$ cat config.mk
export PLATFORM = sky130hd
export DESIGN_NAME = scan_decoder
export DESIGN_NICKNAME = d
export VERILOG_FILES = /design/src/rtl/scan_decoder.sv
export SDC_FILE = /design/constraint.sdc
export NUM_CORES = 1
export LEC_CHECK = 0
export CORE_ASPECT_RATIO = 0.9
export CORE_MARGIN = 2
export CORE_UTILIZATION = 50
export DETAILED_ROUTE_END_ITERATION = 10
export GPL_ROUTABILITY_DRIVEN = 0
export PLACE_DENSITY = 0.72
export SLEW_MARGIN = 15
export SYNTH_ARGS = -nofsm -noshare
export SYNTH_HDL_FRONTEND = slang
export SYNTH_SLANG_ARGS = --single-unit
$ cat constraint.sdc
create_clock -name clk -period 3.7 [get_ports clk]
set_input_delay 1.11 -clock clk [delete_from_list [all_inputs] [get_ports clk]]
set_output_delay 1.11 -clock clk [all_outputs]
set_load 0.02 [all_outputs]
$ cat src/rtl/scan_decoder.sv
// Registered one-hot decoder with a built-in address sequencer (direct, continuous scan, single sweep).
// Latency: one cycle from input to every output; no backpressure, enable pauses a running scan in place.
module scan_decoder #(
  parameter int ADDR_W  = 5,
  parameter int DWELL_W = 8
) (
  input  logic                 clk,
  input  logic                 rst,
  input  logic                 enable,
  input  logic [1:0]           mode,
  input  logic [ADDR_W-1:0]    A,
  input  logic [ADDR_W-1:0]    first,
  input  logic [ADDR_W-1:0]    last,
  input  logic [DWELL_W-1:0]   dwell,
  input  logic                 start,
  input  logic                 stop,
  output logic [2**ADDR_W-1:0] D,
  output logic [ADDR_W-1:0]    addr_out,
  output logic                 busy,
  output logic                 done,
  output logic                 wrap
);

  localparam int N = 2**ADDR_W;

  typedef enum logic [1:0] {
    S_IDLE,
    S_RUN,
    S_DONE
  } state_t;

  state_t              state_q, state_d;
  logic [ADDR_W-1:0]   ptr_q, ptr_d;
  logic [DWELL_W-1:0]  cnt_q, cnt_d;
  logic [ADDR_W-1:0]   first_q, first_d;
  logic [ADDR_W-1:0]   last_q, last_d;
  logic [DWELL_W-1:0]  dwell_q, dwell_d;
  logic                cont_q, cont_d;
  logic [N-1:0]        d_q, d_d;
  logic [ADDR_W-1:0]   addr_q, addr_d;
  logic                busy_q, busy_d;
  logic                done_q, done_d;
  logic                wrap_q, wrap_d;
  logic                scan_req;

  assign scan_req = (mode == 2'b01) || (mode == 2'b10);

  always_comb begin
    state_d = state_q;
    ptr_d   = ptr_q;
    cnt_d   = cnt_q;
    first_d = first_q;
    last_d  = last_q;
    dwell_d = dwell_q;
    cont_d  = cont_q;
    d_d     = '0;
    addr_d  = addr_q;
    busy_d  = 1'b0;
    done_d  = 1'b0;
    wrap_d  = 1'b0;

    case (state_q)
      S_IDLE: begin
        if (!scan_req) begin
          addr_d = A;
          if (enable) d_d = N'(1) << A;
        end else if (start && !stop) begin
          first_d = first;
          last_d  = last;
          dwell_d = dwell;
          cont_d  = (mode == 2'b01);
          ptr_d   = first;
          cnt_d   = dwell;
          state_d = S_RUN;
          busy_d  = 1'b1;
          addr_d  = first;
          if (enable) d_d = N'(1) << first;
        end
      end

      S_RUN: begin
        // stop outranks every step, including the final one of a sweep
        if (stop) begin
          state_d = S_IDLE;
        end else begin
          busy_d = 1'b1;
          if (enable) begin
            if (cnt_q != '0) begin
              cnt_d = cnt_q - 1'b1;
            end else if (ptr_q != last_q) begin
              ptr_d = ptr_q + 1'b1;
              cnt_d = dwell_q;
            end else if (cont_q) begin
              ptr_d  = first_q;
              cnt_d  = dwell_q;
              wrap_d = 1'b1;
            end else begin
              state_d = S_DONE;
              busy_d  = 1'b0;
              done_d  = 1'b1;
            end
          end
          if (state_d == S_RUN) begin
            addr_d = ptr_d;
            if (enable) d_d = N'(1) << ptr_d;
          end
        end
      end

      S_DONE: begin
        state_d = S_IDLE;
      end

      default: begin
        state_d = S_IDLE;
      end
    endcase
  end

  always_ff @(posedge clk) begin
    if (rst) begin
      state_q <= S_IDLE;
      ptr_q   <= '0;
      cnt_q   <= '0;
      first_q <= '0;
      last_q  <= '0;
      dwell_q <= '0;
      cont_q  <= 1'b0;
      d_q     <= '0;
      addr_q  <= '0;
      busy_q  <= 1'b0;
      done_q  <= 1'b0;
      wrap_q  <= 1'b0;
    end else begin
      state_q <= state_d;
      ptr_q   <= ptr_d;
      cnt_q   <= cnt_d;
      first_q <= first_d;
      last_q  <= last_d;
      dwell_q <= dwell_d;
      cont_q  <= cont_d;
      d_q     <= d_d;
      addr_q  <= addr_d;
      busy_q  <= busy_d;
      done_q  <= done_d;
      wrap_q  <= wrap_d;
    end
  end

  assign D        = d_q;
  assign addr_out = addr_q;
  assign busy     = busy_q;
  assign done     = done_q;
  assign wrap     = wrap_q;

endmodule

==> flow_metrics.tcl, run 1 <==
set metrics [dict create \
    die_h_um 93.1 \
    path_clk_slew_ns 0.07 \
    synthCells 525 \
    htree_levels 3 \
    cts_tree "built" \
    powerDensity_nw_per_um2 402 \
    syn_area_per_cell_um2 8.39 \
    cts_resized 0 \
    worst-setup-path-type "in -> reg" \
    synth_top_family_by_area "compound AO/OA/AOI/OAI gates" \
    crit_required_ns 3.94 \
    synth-xor-area-share 0.0273 \
    min_path_type "reg -> reg" \
    drt_pass1_iterations 7 \
    startpoint_type "primary input" \
    async_flop_share 0 \
    antenna_found_initial 0 \
    track_usage 0.261 \
    clockBufferDepth 2 \
    fmax_ghz 0.308 \
    synthMuxAreaShare 0.00682 \
    finalSetupTns_ns 0 \
    grt_first_pass_wirelength_mm 19.6 \
    dr_wl_met2_mm 5.55 \
    antenna_left 0 \
    synth_edf_count 0 \
    dieArea_um2 9580 \
    fin_ws_ns 0.458 \
    die_w_um 103 \
    yosys_warnings 0 \
    synth-simple-area-share 0.246 \
    ys_seq_area_frac 0.336 \
    hpwlAfterDp_mm 8.81 \
    ios 70 \
    path_max_fanout 5 \
    vias_per_cell 6.26 \
    synth_compound_area_frac 0.304 \
    place_ws_ns 0.134 \
    drc 0 \
    wl_met1_mm 5.49 \
    status "completed" \
    cts_root_buffer "clkbuf_8" \
    grt_pass1_vias 3853 \
    post-cts-setup-buffers 0 \
    holdWs_ns 0.457 \
    peakVddDrop_mv 0.285 \
    finalSetupViolCount 0 \
    mappedNetlistNets 559 \
    coreArea_um2 8570 \
    critical_path_arrival_ns 3.48 \
    dr_total_vias 4374 \
    synth_top_area_frac 0.336 \
    yosys-top-cells-count "nand2_1 (94), dfxtp_1 (74), a21oi_1 (37), nor2_1 (35), o22ai_1 (25)" \
    syn_area_um2 4410 \
    met3_length_mm 1.11 \
    drv_slew 0 \
    drv_cap 0 \
    initial_core_util 0.514 \
    hold_buffers 0 \
    grt_max_degree 38 \
    top_layer "met4" \
    layout.nets 610 \
    num_rows 32 \
    hold_violations 0 \
    yosys_most_used_dff "dfxtp_1" \
    synth.most_common_cell "nand2_1" \
    layout-drive-gt1-share 0.143 \
    yosysUniqueCellTypes 75 \
    power_leakage_nw 1.81 \
    cts.sinks 74 \
    min_period_over_period 0.876 \
    wl_per_cell_um 17.7 \
    clock_latency_ns 0.35 \
    drt_iter0_drc 346 \
    end_kind "register" \
    n_antenna_cell 0 \
    area_delta_synth_final_pct 21.2 \
    postRouteWirelength_mm 12.4 \
    rsz0062_at_grt "no" \
    yosys.area.top_type "dfxtp_1" \
    cts_made_buffers 9 \
    synth_area_leaders "dfxtp_1 (34%), nand2_1 (8.0%), o41ai_2 (4.4%)" \
    io_buffer_count 69 \
    worst_slew_pin_slew_ns 0.760 \
    finClkSkew_ns 0.0105 \
    overflow 0 \
    synth-seq-cells 74 \
    yosys.area_share.adder 0.0114 \
    min_period_ns 3.24 \
    slew_headroom 0.493 \
    fillers 773 \
]
==> path summary, 6_finish.rpt <==
path	start	end	slack [ns]	cells after the start
worst max register to register	cnt_q[0]	D[30]	0.87	8
worst max-delay path	mode[1]	D[3]	0.46	9
worst min-delay path	dwell_q[4]	dwell_q[4]	0.46	2
worst min register to register	dwell_q[4]	dwell_q[4]	0.46	2
==> placed cells by master, fill, tap and decap left out, types with 9 or more instances in the layout <==
master	instances
o21ai_0	9
clkdlybuf4s50_1	69
dfxtp_1	74
buf_4	15
a211oi_1	9
a21oi_1	37
nand2_1	94
o22ai_1	25
nand2b_1	14
o41ai_2	12
clkbuf_8	10
nand3_1	14
inv_1	9
o41ai_1	19
nor2_1	35
==> per-layer routing <==
metal  vias to the layer above  global-route usage
li1                       2062                   -
met1                      2058               0.370
met2                       223               0.398
met3                        31              0.0516
met4                         0              0.0855
met5                         -                   0
==> final cells by class <==
type | count | area [µm²] | share of cell area
sequential | 74 | 1480 | 0.277
timing repair buffer | 84 | 803 | 0.150
tap | 119 | 149 | 0.0279
multi-input combinational | 398 | 2630 | 0.493
clock buffer | 10 | 138 | 0.0258
clock inverter | 5 | 103 | 0.0192
inverter | 9 | 33.8 | 0.00633
==> sequential cells by signal, indices dropped and copies added, names as in the netlist <==
name,count
cnt_q,8
last_q,5
first_q,5
busy,1
wrap,1
cont_q,1
addr_out,5
ptr_q,5
D,32
state_q,2
done,1
dwell_q,8
==> stage by stage <==
step,utilization,total power [mW],cell area (µm²),instances
2_1_floorplan,-,1.26,4410,525
3_3_place_gp,0.595,1.38,5100,684
3_5_place_dp,0.595,1.39,5100,684
4_1_cts,0.623,2.15,5340,699
5_1_grt,0.623,2.22,5340,699
6_report,0.623,2.14,5340,699
==> worst max-delay path, stage by stage <==
cell             delay (ns)
clkdlybuf4s50_1        0.46
inv_1                  0.04
ha_1                   0.29
or3b_2                 0.51
or3_1                  0.40
or2_2                  0.34
o22ai_1                0.17
nand2_1                0.08
o41ai_1                0.08
==> logic make-up after synthesis <==
kind of cell,count (synthesis)
xor gates and xnor gates,9
AOI/OAI and AO/OA,164
adders and majority gates,4
buffers and inverters,53
muxes,3
and+or+nand+nor,218
DFF,74
==> report_power, final <==
| group | internal (mW) | leakage, nW | switching [mW] |
|---|---|---|---|
| clock network | 0.461 | 0.118 | 0.299 |
| logic | 0.190 | 1.10 | 0.333 |
| registers | 0.825 | 0.600 | 0.0362 |
| total | 1.48 | 1.81 | 0.668 |
Note: power is estimated with default switching activity, not from simulation.
==> run 2, diff against run 1 <==
- CORE_MARGIN: 2 -> 4
- CORE_UTILIZATION: 50 -> 54
- PLACE_DENSITY: 0.72 -> 0.77
- clock period: 3.7 -> 3.5 ns (I/O delays scaled with it)
==> flow_metrics.tcl, run 2 (synthesis gave the netlist of run 1 again) <==
set metrics [dict create \
    hold_violations 0 \
    rsz0062_at_grt "no" \
    path_max_fanout 5 \
    coreArea_um2 7730 \
    cts_made_buffers 9 \
    p_clk_frac 0.333 \
    path_clk_slew_ns 0.08 \
    cts_root_buffer "clkbuf_8" \
    hpwlAfterDp_mm 9.15 \
    p_int_mw 1.49 \
    crit_required_ns 3.74 \
    p_sw_frac 0.328 \
    cts.sinks 74 \
    finClkSkew_ns 0.0145 \
    clockBufferDepth 2 \
    power_leakage_nw 1.85 \
    place_ws_ns -0.0212 \
    drv_cap 0 \
    worst_slew_pin_slew_ns 0.784 \
    stdcell_area_um2 5380 \
    dpl-instance-area_um2 5160 \
    ios 70 \
    htree_levels 3 \
    io_buffer_count 69 \
    grt_first_pass_wirelength_mm 20.4 \
    final_cell_mix "nand2_1 (94), dfxtp_1 (74), clkdlybuf4s50_1 (69)" \
    cts_tree "built" \
    status "completed" \
    whs_endpoint "dwell_q[3]" \
    power.total_mw 2.22 \
    cts_resized 0 \
    worst-setup-path-type "in -> reg" \
    slew_headroom 0.477 \
    drc 0 \
    drt_iter0_drc 526 \
    startpoint_type "primary input" \
    min_path_type "reg -> reg" \
    powerDensity_nw_per_um2 412 \
    pwr-share-comb 0.257 \
    n_antenna_cell 0 \
    grt_pass1_vias 4129 \
    postRouteWirelength_mm 12.5 \
    seqPwrFrac 0.410 \
    hold_buffers 0 \
    wl_per_cell_um 18.2 \
    p_switching_uw 728 \
    layout-drive-gt1-share 0.158 \
    peakVddDrop_mv 0.325 \
    worstHoldStart "dwell_q[3]" \
    drt_pass1_iterations 6 \
    reg2regPathDepth 7 \
    finalSetupViolCount 0 \
    fmax_ghz 0.316 \
    drv_slew 0 \
    vias_per_cell 6.47 \
    layout.nets 619 \
    num_rows 30 \
    crit-reg2reg-launch "ptr_q[4]" \
    min_period_ns 3.16 \
    antenna_left 0 \
    die_w_um 103 \
    post-cts-setup-buffers 0 \
    dieArea_um2 9670 \
    min_period_over_period 0.903 \
    fin_ws_ns 0.339 \
    critical_path_arrival_ns 3.40 \
    holdPathStages 2 \
    area_delta_synth_final_pct 22.2 \
    initial_core_util 0.570 \
    rrSetupSlack_ns 0.71 \
    track_usage 0.266 \
    dr_total_vias 4438 \
    grt_max_degree 38 \
    final_common_cell "nand2_1" \
    end_kind "register" \
    antenna_found_initial 0 \
    overflow 0 \
    clock_latency_ns 0.36 \
    die_h_um 93.7 \
    largest_register_ffs 32 \
    rr_endpoint "D[15]" \
]
## run 2: layer usage
layer  up-vias  global-route usage  wire, µm
met5         -                   0         0
met2       286               0.379      5320
met3        29              0.0757      1530
met1      2042               0.387      5340
li1       2081                   -         -
met4         0              0.0798       290
## run 2: worst max-delay path, stage by stage
cell and delay [ns]:
clkdlybuf4s50_1 0.51, and4bb_2 0.28, nand2_1 0.11, buf_4 0.20
a31oi_1 0.16, buf_4 0.16, o211a_1 0.21, nand4_1 0.27
o41ai_1 0.46
## run 2: worst max-delay path by stage
| stage | slack, ns | startpoint | endpoint | cells after the start |
|---|---|---|---|---|
| detailed placement | -0.02 | enable | D[5] | 8 |
| CTS | 0.32 | enable | D[5] | 8 |
| global placement | 0.02 | enable | D[5] | 8 |
| global route | 0.22 | enable | D[15] | 9 |
| floorplan | 0.60 | mode[1] | D[3] | 8 |
| finish | 0.34 | enable | D[15] | 9 |
## run 2: layout make-up
cell class / instances / area (µm²)
multi-input combinational: 398 / 2630
fill: 635 / 2350
sequential: 74 / 1480
timing repair buffer: 93 / 896
clock buffer: 10 / 128
tap: 96 / 120
clock inverter: 6 / 90.1
inverter: 9 / 33.8
## run 2: power groups by stage
stage,sequential [mW],clock (mW),combinational (mW)
detailed placement,0.927,0,0.555
global placement,0.926,0,0.542
finish,0.909,0.738,0.570
CTS,0.907,0.745,0.558
global route,0.913,0.786,0.617
floorplan,0.925,0,0.408
## run 2: through the flow
stage	setup TNS, ns	util	instances	hold slack [ns]
finish	0	0.696	686	0.460
global route	0	0.696	686	0.486
CTS	0	0.696	686	0.462
detailed placement	-0.0436	0.668	670	0.450
global placement	0	0.668	670	0.442
floorplan	0	-	525	0.431
==> run 3, diff against run 2 <==
- CORE_UTILIZATION: 54 -> 50
- PLACE_DENSITY: 0.77 -> 0.72
==> flow_metrics.tcl, run 3 (synthesis gave the netlist of run 1 again) <==
set metrics [dict create \
    area_delta_synth_final_pct 22.9 \
    antenna_left 0 \
    cts_resized 0 \
    track_usage 0.246 \
    grtUsageMet2 0.382 \
    n_antenna_cell 0 \
    cts.sinks 74 \
    hold_violations 0 \
    power.total_mw 2.37 \
    final_common_cell "nand2_1" \
    worst_slew_pin_slew_ns 0.839 \
    grt_first_pass_wirelength_mm 20.6 \
    drc 0 \
    largest_register_ffs 32 \
    cts_tree "built" \
    final_cells 705 \
    crit_required_ns 3.74 \
    clock_latency_ns 0.36 \
    min_period_over_period 0.902 \
    grt_pass1_vias 4027 \
    finalSetupTns_ns 0 \
    layout.nets 615 \
    power_leakage_nw 1.86 \
    status "completed" \
    grt_max_degree 38 \
    drt_pass1_iterations 6 \
    die_w_um 107 \
    worst-setup-path-type "in -> reg" \
    fin_ws_ns 0.343 \
    drv_cap 0 \
    dr_total_vias 4409 \
    min_period_ns 3.16 \
    fmax_ghz 0.317 \
    initial_core_util 0.514 \
    htree_levels 3 \
    drv_slew 0 \
    drt_iter0_drc 388 \
    use_met3 0.0485 \
    min_path_type "reg -> reg" \
    io_buffer_count 69 \
    seq_area_um2 1480 \
    slew_headroom 0.436 \
    finalSetupViolCount 0 \
    coreArea_um2 8570 \
    peakVddDrop_mv 0.218 \
    grt.busiest_layer "met2" \
    multi_input_area_um2 2630 \
    rsz0062_at_grt "no" \
    vias_per_cell 6.25 \
    postRouteWirelength_mm 12.9 \
    antenna_found_initial 0 \
    die_h_um 97.1 \
    ios 70 \
    num_rows 32 \
    place_ws_ns -0.00636 \
    powerDensity_nw_per_um2 437 \
    hold_buffers 0 \
    clockBufferDepth 2 \
    hpwlAfterDp_mm 9.23 \
    layout-drive-gt1-share 0.150 \
    end_kind "register" \
    overflow 0 \
    startpoint_type "primary input" \
    critical_path_arrival_ns 3.40 \
    path_clk_slew_ns 0.08 \
    grtUsageMet1 0.344 \
    finClkSkew_ns 0.0109 \
    final_cell_mix "nand2_1 (94), dfxtp_1 (74), clkdlybuf4s50_1 (69)" \
    fillers 780 \
    dieArea_um2 10400 \
    path_max_fanout 8 \
    post-cts-setup-buffers 0 \
    cts_made_buffers 9 \
    dp.cells 689 \
    holdWs_ns 0.459 \
    cts_root_buffer "clkbuf_8" \
    wl_per_cell_um 18.3 \
]
run 3: cell types whose count changed in the layout (fill, tap and decap cells not counted), sizes merged:
cell,delta
bufinv,+2
inv,-1
clkinvlp,-1
clkinv,-1
clkbuf,+1
buf,-4
run 3: cell type report:
| class | instances | share of cell area |
|---|---|---|
| multi-input cells | 398 | 0.486 |
| clock buffers | 11 | 0.0261 |
| clock inverters | 5 | 0.0231 |
| flip-flops and latches | 74 | 0.274 |
| well taps | 119 | 0.0275 |
| inverters | 9 | 0.00624 |
| repair buffers | 89 | 0.158 |
run 3: final timing paths:
kind              startpoint    endpoint  slack [ns]  cells after the start
hold reg to reg   dwell_q[4]  dwell_q[4]        0.46                      2
hold / removal    dwell_q[4]  dwell_q[4]        0.46                      2
setup / recovery      enable       D[22]        0.34                      7
setup reg to reg    ptr_q[0]        D[2]        0.40                      7
run 3: stage by stage:
| stage | area [µm²] | utilization |
|---|---|---|
| 2_1_floorplan | 4410 | - |
| 3_3_place_gp | 5150 | 0.601 |
| 3_5_place_dp | 5150 | 0.601 |
| 4_1_cts | 5420 | 0.632 |
| 5_1_grt | 5420 | 0.632 |
| 6_report | 5420 | 0.632 |
run 3: where the power goes:
| group | switching, mW | internal (mW) | total [mW] |
|---|---|---|---|
| Combinational | 0.358 | 0.205 | 0.563 |
| Clock | 0.330 | 0.564 | 0.895 |
| Sequential | 0.0383 | 0.872 | 0.910 |
run 3: routing by layer:
metal / routed length, µm / part of all wire
met2: 5830 / 0.45
met5: 0 / 0
met1: 5560 / 0.43
met4: 265 / 0.021
met3: 1210 / 0.094
run 3: critical path: stages:
cell	delay [ns]
clkdlybuf4s50_1	0.43
and4bb_2	0.27
nand3_2	0.13
nor4_1	0.08
or2_4	0.27
or4_1	0.72
o41ai_1	0.45
